<file path="src/rtl/usb_pkg.sv">
// rtl/usb_pkg.sv - shared types and constants for the USB receive path
package usb_pkg;

  typedef enum logic [1:0] {J, K, SE0, SE1} line_state_t;
  typedef enum logic [2:0] {IDLE, SYNC, DATA, EOP, ERROR} rx_state_t;

  // SYNC pattern in wire order, bit 0 arrives first
  localparam logic [7:0]  SYNC_BITS      = 8'b1000_0000;
  localparam logic [15:0] CRC16_POLY     = 16'h8005;
  localparam logic [15:0] CRC16_INIT     = 16'hFFFF;
  localparam logic [15:0] CRC16_RESIDUAL = 16'h800D;

  function automatic line_state_t decode_line(input logic dp, input logic dm);
    case ({dp, dm})
      2'b10:   return J;
      2'b01:   return K;
      2'b00:   return SE0;
      default: return SE1;
    endcase
  endfunction

endpackage

</file>
<file path="src/rtl/usb_rx_nrzi_unstuff.sv">
// rtl/usb_rx_nrzi_unstuff.sv - line decode, NRZI decode and stuffed-bit removal
module usb_rx_nrzi_unstuff
  import usb_pkg::*;
(
  input  logic clock,
  input  logic reset_n,
  input  logic dp,
  input  logic dm,
  input  logic i_ones_load,
  input  logic i_ones_en,
  output logic o_bit,
  output logic o_bit_valid,
  output logic o_stuff_err,
  output logic o_stuff_pending,
  output logic o_j,
  output logic o_k,
  output logic o_se0,
  output logic o_se1
);

  line_state_t r_prev_line;
  logic [2:0]  r_ones_cnt;
  line_state_t w_line;
  logic        w_jk;
  logic        w_at_six;

  assign w_line          = decode_line(dp, dm);
  assign o_j             = (w_line == J);
  assign o_k             = (w_line == K);
  assign o_se0           = (w_line == SE0);
  assign o_se1           = (w_line == SE1);
  assign w_jk            = o_j || o_k;
  assign o_bit           = (w_line == r_prev_line);
  assign w_at_six        = (r_ones_cnt == 3'd6);
  assign o_stuff_pending = w_at_six;
  // after six ones the next bit is a stuffed zero and never reaches the byte
  assign o_bit_valid     = w_jk && !(i_ones_en && w_at_six);
  assign o_stuff_err     = w_jk && i_ones_en && w_at_six && o_bit;

  // track previous J/K level and the run of consecutive decoded ones
  always_ff @(posedge clock or negedge reset_n) begin
    if (!reset_n) begin
      r_prev_line <= J;
      r_ones_cnt  <= 3'd0;
    end else begin
      if (w_jk) r_prev_line <= w_line;
      if (i_ones_load) begin
        r_ones_cnt <= 3'd1;
      end else if (i_ones_en && w_jk) begin
        if (w_at_six || !o_bit) r_ones_cnt <= 3'd0;
        else                    r_ones_cnt <= r_ones_cnt + 3'd1;
      end
    end
  end

endmodule

</file>
<file path="src/rtl/usb_rx_deserializer.sv">
// rtl/usb_rx_deserializer.sv - USB RX: SYNC detect, unstuff, byte assembly, framing; CRC16 check with USB_RX_CRC16_CHECK_EN
module usb_rx_deserializer
  import usb_pkg::*;
#(
  parameter int MAX_BYTES     = 67,
  parameter int IDLE_J_CYCLES = 8
) (
  input  logic                           clock,
  input  logic                           reset_n,
  input  logic                           dp,
  input  logic                           dm,
  input  logic                           rx_enable,
  output logic [7:0]                     byte_out,
  output logic                           byte_valid,
  output logic                           pkt_start,
  output logic                           pkt_end,
  output logic                           pkt_error,
  output logic [$clog2(MAX_BYTES+1)-1:0] byte_cnt,
  output logic                           crc16_ok
);

  localparam int            CW      = $clog2(MAX_BYTES + 1);
  localparam int            JW      = $clog2(IDLE_J_CYCLES + 1);
  localparam logic [CW-1:0] MAX_CNT = CW'(MAX_BYTES);
  localparam logic [JW-1:0] J_LAST  = JW'(IDLE_J_CYCLES - 1);

  rx_state_t     r_state;
  logic [2:0]    r_sync_idx;
  logic [2:0]    r_bit_idx;
  logic [7:0]    r_sipo;
  logic [7:0]    r_byte_out;
  logic [1:0]    r_se0_cnt;
  logic [JW-1:0] r_j_cnt;
  logic [CW-1:0] r_byte_cnt;
  logic          r_byte_valid, r_pkt_start, r_pkt_end, r_pkt_error;

  logic w_bit, w_bit_valid, w_stuff_err, w_stuff_pending;
  logic w_j, w_k, w_se0, w_se1, w_jk, w_in_data;
  logic w_sync_bit_ok, w_sync_done, w_data_bit, w_end, w_fail;

  usb_rx_nrzi_unstuff u_nrzi (
    .clock           (clock),
    .reset_n         (reset_n),
    .dp              (dp),
    .dm              (dm),
    .i_ones_load     (w_sync_done),
    .i_ones_en       (w_in_data),
    .o_bit           (w_bit),
    .o_bit_valid     (w_bit_valid),
    .o_stuff_err     (w_stuff_err),
    .o_stuff_pending (w_stuff_pending),
    .o_j             (w_j),
    .o_k             (w_k),
    .o_se0           (w_se0),
    .o_se1           (w_se1)
  );

  assign w_jk          = w_j || w_k;
  assign w_in_data     = (r_state == DATA);
  assign w_sync_bit_ok = w_jk && (w_bit == SYNC_BITS[r_sync_idx]);
  assign w_sync_done   = (r_state == SYNC) && rx_enable && w_sync_bit_ok && (r_sync_idx == 3'd7);
  assign w_data_bit    = w_in_data && !w_fail && w_bit_valid;
  assign w_end         = (r_state == EOP) && !w_fail && w_j;

  // every condition that aborts a packet into ERROR
  always_comb begin
    w_fail = 1'b0;
    case (r_state)
      SYNC: w_fail = !rx_enable;
      DATA: w_fail = !rx_enable || w_se1 || w_stuff_err ||
                     (w_bit_valid && (r_bit_idx == 3'd7) && (r_byte_cnt == MAX_CNT));
      EOP:  w_fail = !rx_enable || w_se1 || w_k ||
                     (w_se0 && (r_se0_cnt == 2'd2)) ||
                     (w_j && !((r_se0_cnt == 2'd2) && (r_bit_idx == 3'd0) && !w_stuff_pending));
      default: w_fail = 1'b0;
    endcase
  end

  // receive FSM with registered strobes, byte assembly and byte counting
  always_ff @(posedge clock or negedge reset_n) begin
    if (!reset_n) begin
      r_state      <= IDLE;
      r_sync_idx   <= 3'd0;
      r_bit_idx    <= 3'd0;
      r_sipo       <= 8'd0;
      r_byte_out   <= 8'd0;
      r_se0_cnt    <= 2'd0;
      r_j_cnt      <= '0;
      r_byte_cnt   <= '0;
      r_byte_valid <= 1'b0;
      r_pkt_start  <= 1'b0;
      r_pkt_end    <= 1'b0;
      r_pkt_error  <= 1'b0;
    end else begin
      r_byte_valid <= 1'b0;
      r_pkt_start  <= 1'b0;
      r_pkt_end    <= 1'b0;
      r_pkt_error  <= 1'b0;
      if (w_fail) begin
        r_state     <= ERROR;
        r_pkt_error <= 1'b1;
        r_j_cnt     <= '0;
        r_se0_cnt   <= 2'd0;
      end else begin
        case (r_state)
          IDLE: begin
            if (rx_enable && w_k) begin
              r_state    <= SYNC;
              r_sync_idx <= 3'd1;
            end
          end
          SYNC: begin
            if (w_sync_done) begin
              r_state     <= DATA;
              r_pkt_start <= 1'b1;
              r_byte_cnt  <= '0;
              r_bit_idx   <= 3'd0;
            end else if (w_sync_bit_ok) begin
              r_sync_idx <= r_sync_idx + 3'd1;
            end else begin
              r_state <= IDLE;
            end
          end
          DATA: begin
            if (w_se0) begin
              r_state   <= EOP;
              r_se0_cnt <= 2'd1;
            end else if (w_data_bit) begin
              r_sipo    <= {w_bit, r_sipo[7:1]};
              r_bit_idx <= r_bit_idx + 3'd1;
              if (r_bit_idx == 3'd7) begin
                r_byte_out   <= {w_bit, r_sipo[7:1]};
                r_byte_valid <= 1'b1;
                r_byte_cnt   <= r_byte_cnt + CW'(1);
              end
            end
          end
          EOP: begin
            if (w_se0) begin
              r_se0_cnt <= 2'd2;
            end else if (w_end) begin
              r_pkt_end <= 1'b1;
              r_state   <= IDLE;
            end
          end
          ERROR: begin
            if (w_j) begin
              if ((r_se0_cnt == 2'd2) || (r_j_cnt == J_LAST)) r_state <= IDLE;
              r_j_cnt   <= r_j_cnt + JW'(1);
              r_se0_cnt <= 2'd0;
            end else if (w_se0) begin
              r_j_cnt <= '0;
              if (r_se0_cnt != 2'd2) r_se0_cnt <= r_se0_cnt + 2'd1;
            end else begin
              r_j_cnt   <= '0;
              r_se0_cnt <= 2'd0;
            end
          end
          default: r_state <= IDLE;
        endcase
      end
    end
  end

  assign byte_out   = r_byte_out;
  assign byte_valid = r_byte_valid;
  assign pkt_start  = r_pkt_start;
  assign pkt_end    = r_pkt_end;
  assign pkt_error  = r_pkt_error;
  assign byte_cnt   = r_byte_cnt;

`ifdef USB_RX_CRC16_CHECK_EN
  logic [15:0] r_crc;
  logic        r_crc16_ok;
  logic        w_fb;

  assign w_fb = w_bit ^ r_crc[15];

  // serial CRC16 over every data bit after the PID byte, judged at clean EOP
  always_ff @(posedge clock or negedge reset_n) begin
    if (!reset_n) begin
      r_crc      <= CRC16_INIT;
      r_crc16_ok <= 1'b0;
    end else if (w_sync_done) begin
      r_crc      <= CRC16_INIT;
      r_crc16_ok <= 1'b0;
    end else begin
      if (w_data_bit && (r_byte_cnt != '0))
        r_crc <= {r_crc[14:0], 1'b0} ^ (w_fb ? CRC16_POLY : 16'h0000);
      if (w_end) r_crc16_ok <= (r_crc == CRC16_RESIDUAL);
    end
  end

  assign crc16_ok = r_crc16_ok;
`else
  assign crc16_ok = 1'b0;
`endif

endmodule

</file>
<file path="config.mk">
export PLATFORM = sky130hd
export DESIGN_NAME = usb_rx_deserializer
export DESIGN_NICKNAME = d
export VERILOG_FILES = /design/src/rtl/usb_pkg.sv /design/src/rtl/usb_rx_nrzi_unstuff.sv /design/src/rtl/usb_rx_deserializer.sv
export SDC_FILE = /design/constraint.sdc
export NUM_CORES = 1
export LEC_CHECK = 0
export BUFFER_PORTS_ARGS = -buffer_cell sky130_fd_sc_hd__buf_2
export CELL_PAD_IN_SITES_DETAIL_PLACEMENT = 0
export CELL_PAD_IN_SITES_GLOBAL_PLACEMENT = 2
export CORE_MARGIN = 1.5
export CORE_UTILIZATION = 38
export DETAILED_ROUTE_END_ITERATION = 10
export GPL_TIMING_DRIVEN = 0
export PLACE_DENSITY = 0.77
export SLEW_MARGIN = 20
export SYNTH_ARGS = -nofsm -noshare
export SYNTH_HDL_FRONTEND = slang
export SYNTH_SLANG_ARGS = --single-unit
export TNS_END_PERCENT = 30
</file>
<file path="constraint.sdc">
create_clock -name clock -period 2.7 [get_ports clock]
set_input_delay 0.54 -clock clock [delete_from_list [all_inputs] [get_ports clock]]
set_output_delay 0.54 -clock clock [all_outputs]
set_load 0.02 [all_outputs]
</file>
==> results.json, run 1 <==
{
  "switching_share": 0.315,
  "p_per_area_mw_per_mm2": 557,
  "path_cells": "buf_2 > inv_1 > ha_4 > nand4bb_1 > clkbuf_2 > a2111o_1 > and2_1 > buf_4 > or4_1 > a21oi_1",
  "numPortBuffers": 23,
  "final_util": 0.447,
  "fin_crit_sh": 0.948,
  "hold_viol": 0,
  "clock_latency_ps": 310,
  "p_leak_uw": 0.00134,
  "synthCells": 228,
  "max_freq_mhz": 391,
  "dp_cells": 328,
  "core-area_mm2": 0.00631,
  "crit_path_start_kind": "primary input",
  "clockBufferDepth": 2,
  "drc": 0,
  "cts-root-buf": "clkbuf_8",
  "ir_drop_uv": 262,
  "syn_nets": 247,
  "gp_congestion": 0.754,
  "hold_class": "in2async",
  "ys_types": 54,
  "crit_start": "dm",
  "setup_violations": 0,
  "yosysSeqAreaShare": 0.467,
  "crit_arrival_ps": 2790,
  "max_stage_delay_ps": 500,
  "synth-seq-cells": 46,
  "syn_area_mm2": 0.00247,
  "grt_pass1_vias": 1829,
  "grt-ovfl-total": 0,
  "pwr-share-clk": 0.293,
  "die_y_um": 83.6,
  "ioPinCount": 25,
  "power_frac_comb": 0.213,
  "fin_skew_ps": 7.51,
  "cts_hold_buffers": 0,
  "die_w_um": 83.6,
  "rsz0062_at_grt": "no",
  "grt.total_usage": 0.158,
  "async_reset_ff_frac": 1.00,
  "r2r-start": "r_bit_idx[0]",
  "htreeDepth": 2,
  "drive_gt1_frac": 0.268,
  "grt_max_degree": 47,
  "timing.slew.headroom": 0.601,
  "finalPower_uw": 1570,
  "synth_area_per_cell_um2": 10.8,
  "cts_tree": "built",
  "outcome": "completed",
  "synth_top_area_frac": 0.467,
  "use_met2": 0.252,
  "final_antenna_net_count": 0,
  "worstPathRequired_ps": 2930,
  "synth_area_leaders": "dfrtp_1 47%, mux2_2 8.7%, ha_1 7.1%, a21oi_1 2.0%, nand2_1 2.0%",
  "drv_slew": 0,
  "rows": 29,
  "cts.sinks": 46,
  "layout.nets": 279,
  "vias": 1840,
  "yosysTopAreaCell": "dfrtp_1",
  "worstPathMaxFanout": 10,
  "drv_cap": 0,
  "yosysWarnings": 0,
  "p_int_uw": 1080,
  "dr.pass1.iters": 4,
  "via_per_inst": 5.44,
  "hpwl_mm": 3.63,
  "seqPwrFrac": 0.494,
  "drtIter0Drc": 64,
  "reg2regPathDepth": 8,
  "clkTransAtPathRegs_ps": 100,
  "start_util": 0.391,
  "antenna_found_initial": 0,
  "synth_ff_type": "dfrtp_1",
  "post_drt_wl_per_cell_um": 15.1,
  "crit_path_top_delay_cell": "or4_1",
  "cts_buffers": 5,
  "grt_pass1_wl_mm": 8.93,
  "n_antenna_cell": 0,
  "gr-usage-met3": 0.0396,
  "min_period_ps": 2560,
  "fin_cells": 338,
  "worstSetupEndpointType": "flip-flop",
  "gr-usage-met1": 0.212,
  "synth_edf_count": 0,
  "die_area_mm2": 0.00699,
  "routed_wirelength_mm": 5.09,
  "worstSetupPathType": "in2reg",
  "switching_power_uw": 495,
  "area_growth_pct": 14.4,
  "worst_pin_slew_ps": 598,
  "top_usage_layer": "met2"
}
Yosys cell counts, drive strengths merged, types with 2 or more instances:
master	number
dfrtp	46
mux2	19
ha	14
nand2	13
a21oi	10
inv	10
nor2	9
and2	7
nor3	7
o22ai	7
nand3	6
o21ai	6
o31ai	6
a22o	4
buf	4
nand3b	4
or4	4
xnor2	4
and3	3
clkbuf	3
nand2b	3
nand4	3
nor3b	3
or3	3
a21o	2
and4b	2
nor2b	2
nor4bb	2
o211ai	2
or2	2
cell type report:
cell class	count	area (µm²)
buffer	7	46.3
sequential	46	1150
tap	77	96.3
fill	623	3490
clock buffer	5	68.8
timing repair buffer	25	133
multi-input combinational	165	1260
clock inverter	3	26.3
inverter	10	37.5
worst paths after layout:
kind                                        end  slack [ps]
hold reg to reg                     byte_out[1]         510
setup reg to reg                    byte_cnt[5]         190
min in group clock                  byte_out[1]         510
max in group asynchronous  u_nrzi.r_ones_cnt[2]        2070
hold / removal                      byte_cnt[2]         230
setup / recovery                    byte_cnt[5]         140
cell usage in the layout, fill, tap and decap left out, types with 5 or more instances in the layout:
cell type and instances:
and2_1 6, o22ai_1 7, nor2_1 7, a21oi_1 10, o31ai_1 6, buf_2 22, buf_4 6, nand3_1 6
o21ai_0 6, dfrtp_1 46, nand2_1 13, inv_1 10, clkbuf_8 5, nor3_1 7, mux2_2 19, ha_1 13
worst max-delay path: cells and delay by family:
kind            cells  cell delay [ps]
buf+inv             4              530
compound gates      2              620
fa+ha+maj           1              320
simple gates        3              790
kinds of logic (layout without fill, tap and decap cells):
group,Yosys count,after routing,synth area share
buffers and inverters,17,50,0.0340
AOI/OAI and AO/OA,46,46,0.126
adders and majority gates,14,14,0.0710
DFF,46,46,0.467
and+or+nand+nor,80,80,0.197
other,1,1,0.00152
xor gates and xnor gates,5,5,0.0177
muxes,19,19,0.0867
sequential cells by signal, indices dropped and copies added (netlist names):
| signal | flops |
|---|---|
| u_nrzi.r_prev_line | 2 |
| byte_cnt | 7 |
| r_se0_cnt | 2 |
| r_j_cnt | 4 |
| pkt_end | 1 |
| r_state | 3 |
| byte_out | 8 |
| r_bit_idx | 3 |
| r_sync_idx | 3 |
| byte_valid | 1 |
| pkt_error | 1 |
| u_nrzi.r_ones_cnt | 3 |
| pkt_start | 1 |
| r_sipo | 7 |
power groups by stage:
stage | clock [µW] | combinational, µW | sequential [µW]
after floorplan | 0 | 248 | 785
after global placement | 0 | 329 | 790
after detailed placement | 0 | 332 | 792
after CTS | 481 | 335 | 778
after global routing | 508 | 376 | 787
final | 460 | 335 | 777
stage by stage:
step                      hold slack [ps]  setup WS, ps  area, µm²  TNS [ps]
final                                 232           140       2820         0
after global routing                  274          6.73       2820         0
after CTS                             458          26.1       2790         0
after detailed placement              491          -638       2680     -9940
after global placement                487          -625       2680     -9010
after floorplan                       244          15.8       2470         0
layer usage:
layer  vias to the layer above  routed length, µm
met4                         0                 67
met3                         7                135
met1                       911               2580
li1                        903                  -
met2                        19               2310
met5                         -                  0
repair_timing:
item,4_1_cts,5_1_grt
resized for setup,4,4
setup endpoints to repair,13,11
pin swaps,1,1
setup buffers,0,2
Note: power is estimated with default switching activity, not from simulation.
==> run 2: changes to the inputs <==
==> constraint.sdc (replaced) <==
create_clock -name clock -period 2.8 [get_ports clock]
set_input_delay 0.56 -clock clock [delete_from_list [all_inputs] [get_ports clock]]
set_output_delay 0.56 -clock clock [all_outputs]
set_load 0.02 [all_outputs]
==> results.json, run 2 (synthesis results as in run 1) <==
{
  "die_area_mm2": 0.00699,
  "final_antenna_net_count": 0,
  "n_antenna_cell": 0,
  "layout_common_cells": "46 x dfrtp_1, 22 x buf_2, 19 x mux2_2",
  "cts_hold_buffers": 0,
  "hold_class": "in2async",
  "worst_slack_ps": 156,
  "dr.pass1.iters": 4,
  "cts_setup_buffers": 0,
  "switching_power_uw": 478,
  "die_w_um": 83.6,
  "post_drt_wl_per_cell_um": 15.1,
  "worstPathRequired_ps": 3030,
  "largest_reg_flops": 8,
  "rsz0062_at_grt": "no",
  "core-area_mm2": 0.00631,
  "setup_violations": 0,
  "cts-root-buf": "clkbuf_8",
  "via_per_inst": 5.41,
  "drv_slew": 0,
  "final_common_cell": "dfrtp_1",
  "grt_pass1_vias": 1829,
  "p_per_area_mw_per_mm2": 542,
  "rows": 29,
  "vias": 1818,
  "numPortBuffers": 23,
  "fin_skew_ps": 7.58,
  "clkTransAtPathRegs_ps": 100,
  "preCtsSetupSlack_ps": -558,
  "crit_arrival_ps": 2880,
  "hold_viol": 0,
  "cts_buffers": 5,
  "start_util": 0.391,
  "cts.sinks": 46,
  "worstPathMaxFanout": 10,
  "crit_path_start_kind": "primary input",
  "power_frac_comb": 0.211,
  "clock_latency_ps": 310,
  "min_period_ps": 2640,
  "worstSetupPathType": "in2reg",
  "grt.total_usage": 0.158,
  "antenna_found_initial": 0,
  "worst_pin_slew_ps": 628,
  "drtIter0Drc": 58,
  "clockBufferDepth": 2,
  "grt_pass1_wl_mm": 8.93,
  "htreeDepth": 2,
  "routed_wirelength_mm": 5.07,
  "cts_tree": "built",
  "switching_share": 0.316,
  "ir_drop_uv": 252,
  "gp_congestion": 0.754,
  "die_y_um": 83.6,
  "hpwl_mm": 3.63,
  "layout.nets": 277,
  "drive_gt1_frac": 0.259,
  "worstSetupEndpointType": "flip-flop",
  "ioPinCount": 25,
  "drc": 0,
  "fin_crit_sh": 0.944,
  "finalPower_uw": 1510,
  "timing.slew.headroom": 0.581,
  "seqPwrFrac": 0.495,
  "max_freq_mhz": 378,
  "grt-ovfl-total": 0,
  "tns_ps": 0,
  "grt_max_degree": 47,
  "p_leak_uw": 0.00133,
  "p_int_uw": 1040,
  "drv_cap": 0,
  "pwr-share-clk": 0.294,
  "holdWs_ps": 248,
  "outcome": "completed",
  "area_growth_pct": 13.2
}
==> run 2: cell type report <==
| class | instances | area [µm²] |
|---|---|---|
| Multi-Input combinational cell | 165 | 1250 |
| Timing Repair Buffer | 23 | 118 |
| Inverter | 10 | 37.5 |
| Buffer | 7 | 46.3 |
| Fill cell | 621 | 3520 |
| Sequential cell | 46 | 1150 |
| Clock inverter | 3 | 26.3 |
| Tap cell | 77 | 96.3 |
| Clock buffer | 5 | 68.8 |
==> run 2: repair_timing <==
item                       CTS  global route
resized for setup            3             3
setup endpoints to repair    4            11
pin swaps                    0             1
==> run 2: final timing paths <==
kind | end | cells after the start | slack (ps) | from
max in group asynchronous | u_nrzi.r_ones_cnt[2] | 1 | 2150 | reset_n
hold reg to reg | byte_out[5] | 1 | 510 | byte_out[5]
min in group clock | byte_out[5] | 1 | 510 | byte_out[5]
setup reg to reg | byte_cnt[5] | 8 | 200 | r_bit_idx[0]
setup / recovery | byte_cnt[5] | 10 | 160 | dm
hold / removal | byte_cnt[6] | 1 | 250 | reset_n
==> run 2: power groups by stage <==
stage	clock network (µW)	logic [µW]	registers [µW]
final	445	320	749
after global routing	490	359	759
after CTS	464	322	750
after detailed placement	0	320	763
after global placement	0	317	762
after floorplan	0	239	757
==> run 2: worst max-delay path, cell delays in order <==
cell	delay (ps)
buf_2	100
inv_1	60
ha_2	400
nand4bb_1	120
clkbuf_2	190
a2111o_1	420
and2_1	200
buf_4	160
or4_1	500
a21oi_1	160
==> run 2: metrics by stage <==
stage,cells,instance area [µm²],util
finish,336,2790,0.442
global route,336,2790,0.442
CTS,336,2780,0.440
detailed placement,328,2680,0.424
global placement,328,2680,0.424
floorplan,228,2470,-
==> run 2: layer usage <==
layer / up-vias / wire (µm) / share of wire / global-route usage
li1: 901 / - / - / -
met3: 7 / 135 / 0.027 / 0.0396
met5: - / 0 / 0 / 0
met4: 0 / 66 / 0.013 / 0.0462
met2: 17 / 2300 / 0.45 / 0.252
met1: 893 / 2570 / 0.51 / 0.212
==> run 3: changes to the inputs <==
--- a/config.mk
+++ b/config.mk
@@ -11,7 +11,6 @@
 export CORE_MARGIN = 1.5
 export CORE_UTILIZATION = 38
 export DETAILED_ROUTE_END_ITERATION = 10
-export GPL_TIMING_DRIVEN = 0
 export PLACE_DENSITY = 0.77
 export SLEW_MARGIN = 20
 export SYNTH_ARGS = -nofsm -noshare
==> results.json, run 3 (synthesis results as in run 1) <==
{
  "outcome": "completed",
  "drv_slew": 0,
  "drive_gt1_frac": 0.288,
  "seq_area_mm2": 0.00115,
  "cts_buffers": 5,
  "seqPwrFrac": 0.521,
  "rows": 29,
  "clock_latency_ps": 300,
  "fin_skew_ps": 8.85,
  "numPortBuffers": 23,
  "core-area_mm2": 0.00631,
  "fill_cells": 617,
  "via_per_inst": 5.36,
  "ioPinCount": 25,
  "die_y_um": 83.6,
  "cts-resized-gates": 0,
  "power_frac_comb": 0.196,
  "worstSetupEndpointType": "flip-flop",
  "cts.sinks": 46,
  "grt_pass1_wl_mm": 9.09,
  "grt_pass1_vias": 1845,
  "grt_max_degree": 21,
  "gp_congestion": 0.795,
  "antenna_found_initial": 0,
  "routed_wirelength_mm": 5.30,
  "grt-ovfl-total": 0,
  "p_per_area_mw_per_mm2": 518,
  "n_antenna_cell": 0,
  "layout.nets": 289,
  "drv_cap": 0,
  "min_period_ps": 2420,
  "post_drt_wl_per_cell_um": 15.2,
  "reg2regPathDepth": 7,
  "crit_arrival_ps": 2620,
  "area_growth_pct": 16.8,
  "worstSetupPathType": "in2reg",
  "vias": 1867,
  "p_leak_uw": 0.00139,
  "cts_setup_buffers": 0,
  "fin_crit_sh": 0.865,
  "rsz0062_at_grt": "no",
  "largest_reg_flops": 8,
  "start_util": 0.391,
  "switching_power_uw": 464,
  "final_common_cell": "dfrtp_1",
  "layout_common_cells": "46 x dfrtp_1, 23 x buf_2, 19 x mux2_2",
  "dr.pass1.iters": 4,
  "cts_hold_buffers": 0,
  "worst_pin_slew_ps": 513,
  "htreeDepth": 2,
  "switching_share": 0.311,
  "grt.total_usage": 0.162,
  "die_area_mm2": 0.00699,
  "drtIter0Drc": 117,
  "hold_viol": 0,
  "die_w_um": 83.6,
  "crit_path_start_kind": "primary input",
  "tns_ps": 0,
  "worstPathMaxFanout": 4,
  "clkTransAtPathRegs_ps": 100,
  "cts-root-buf": "clkbuf_8",
  "reg2reg_setup_slack_ps": 400,
  "p_int_uw": 1030,
  "ir_drop_uv": 290,
  "hold_class": "in2async",
  "timing.slew.headroom": 0.654,
  "max_freq_mhz": 413,
  "pwr-share-clk": 0.283,
  "setup_violations": 0,
  "clockBufferDepth": 2,
  "final_antenna_net_count": 0,
  "multi_input_area_mm2": 0.00123,
  "hpwl_mm": 3.98,
  "drc": 0,
  "cts_tree": "built",
  "worstPathRequired_ps": 3000,
  "final_util": 0.456
}
==> run 3: cell count changes in the layout (fill, tap and decap cells not counted), sizes merged <==
cell	delta
clkbuf	-3
inv	-2
clkinv	+1
buf	+15
clkinvlp	+1
==> run 3: area by class of cell <==
cell class	count	area share
Clock buffer	5	0.0239
Clock inverter	3	0.00868
Inverter	10	0.0130
Multi-Input combinational cell	165	0.428
Sequential cell	46	0.399
Tap cell	77	0.0334
Timing Repair Buffer	42	0.0938
==> run 3: final timing paths <==
path / start / end
max in group asynchronous: reset_n / r_bit_idx[0]
max: dp / r_se0_cnt[1]
min: reset_n / r_j_cnt[2]
min in group clock: byte_out[5] / byte_out[5]
min reg2reg: byte_out[5] / byte_out[5]
max reg2reg: r_bit_idx[0] / byte_cnt[4]
==> run 3: layer usage <==
layer	part of all wire	wire [µm]	GRT usage	vias up
met5	0	0	0	-
met4	0.011	59	0.0492	0
met3	0.026	139	0.0297	6
met2	0.48	2520	0.262	25
met1	0.49	2580	0.222	914
li1	-	-	-	922
==> run 3: through the flow <==
stage | total power (µW) | setup slack [ps] | hold WS, ps | cell area, µm² | std cells
floorplan | 996 | 95.8 | 264 | 2470 | 228
global placement | 1090 | 97.5 | 487 | 2790 | 340
detailed placement | 1080 | 43.7 | 491 | 2790 | 340
CTS | 1520 | 374 | 174 | 2880 | 348
global route | 1590 | 243 | 176 | 2880 | 348
finish | 1490 | 378 | 162 | 2880 | 348
==> run 3: worst max-delay path, stage by stage <==
cell and delay, ps:
buf_2 110, ha_1 220, or3_1 450, a21o_1 210, o311ai_0 340, buf_4 200
o311a_1 190, mux2_2 330
==> run 3: power by group through the flow <==
stage / Clock, µW / Combinational (µW) / Sequential (µW)
2_1_floorplan: 0 / 239 / 757
3_3_place_gp: 0 / 293 / 792
3_5_place_dp: 0 / 292 / 790
4_1_cts: 444 / 295 / 777
5_1_grt: 476 / 327 / 788
6_report: 422 / 292 / 777
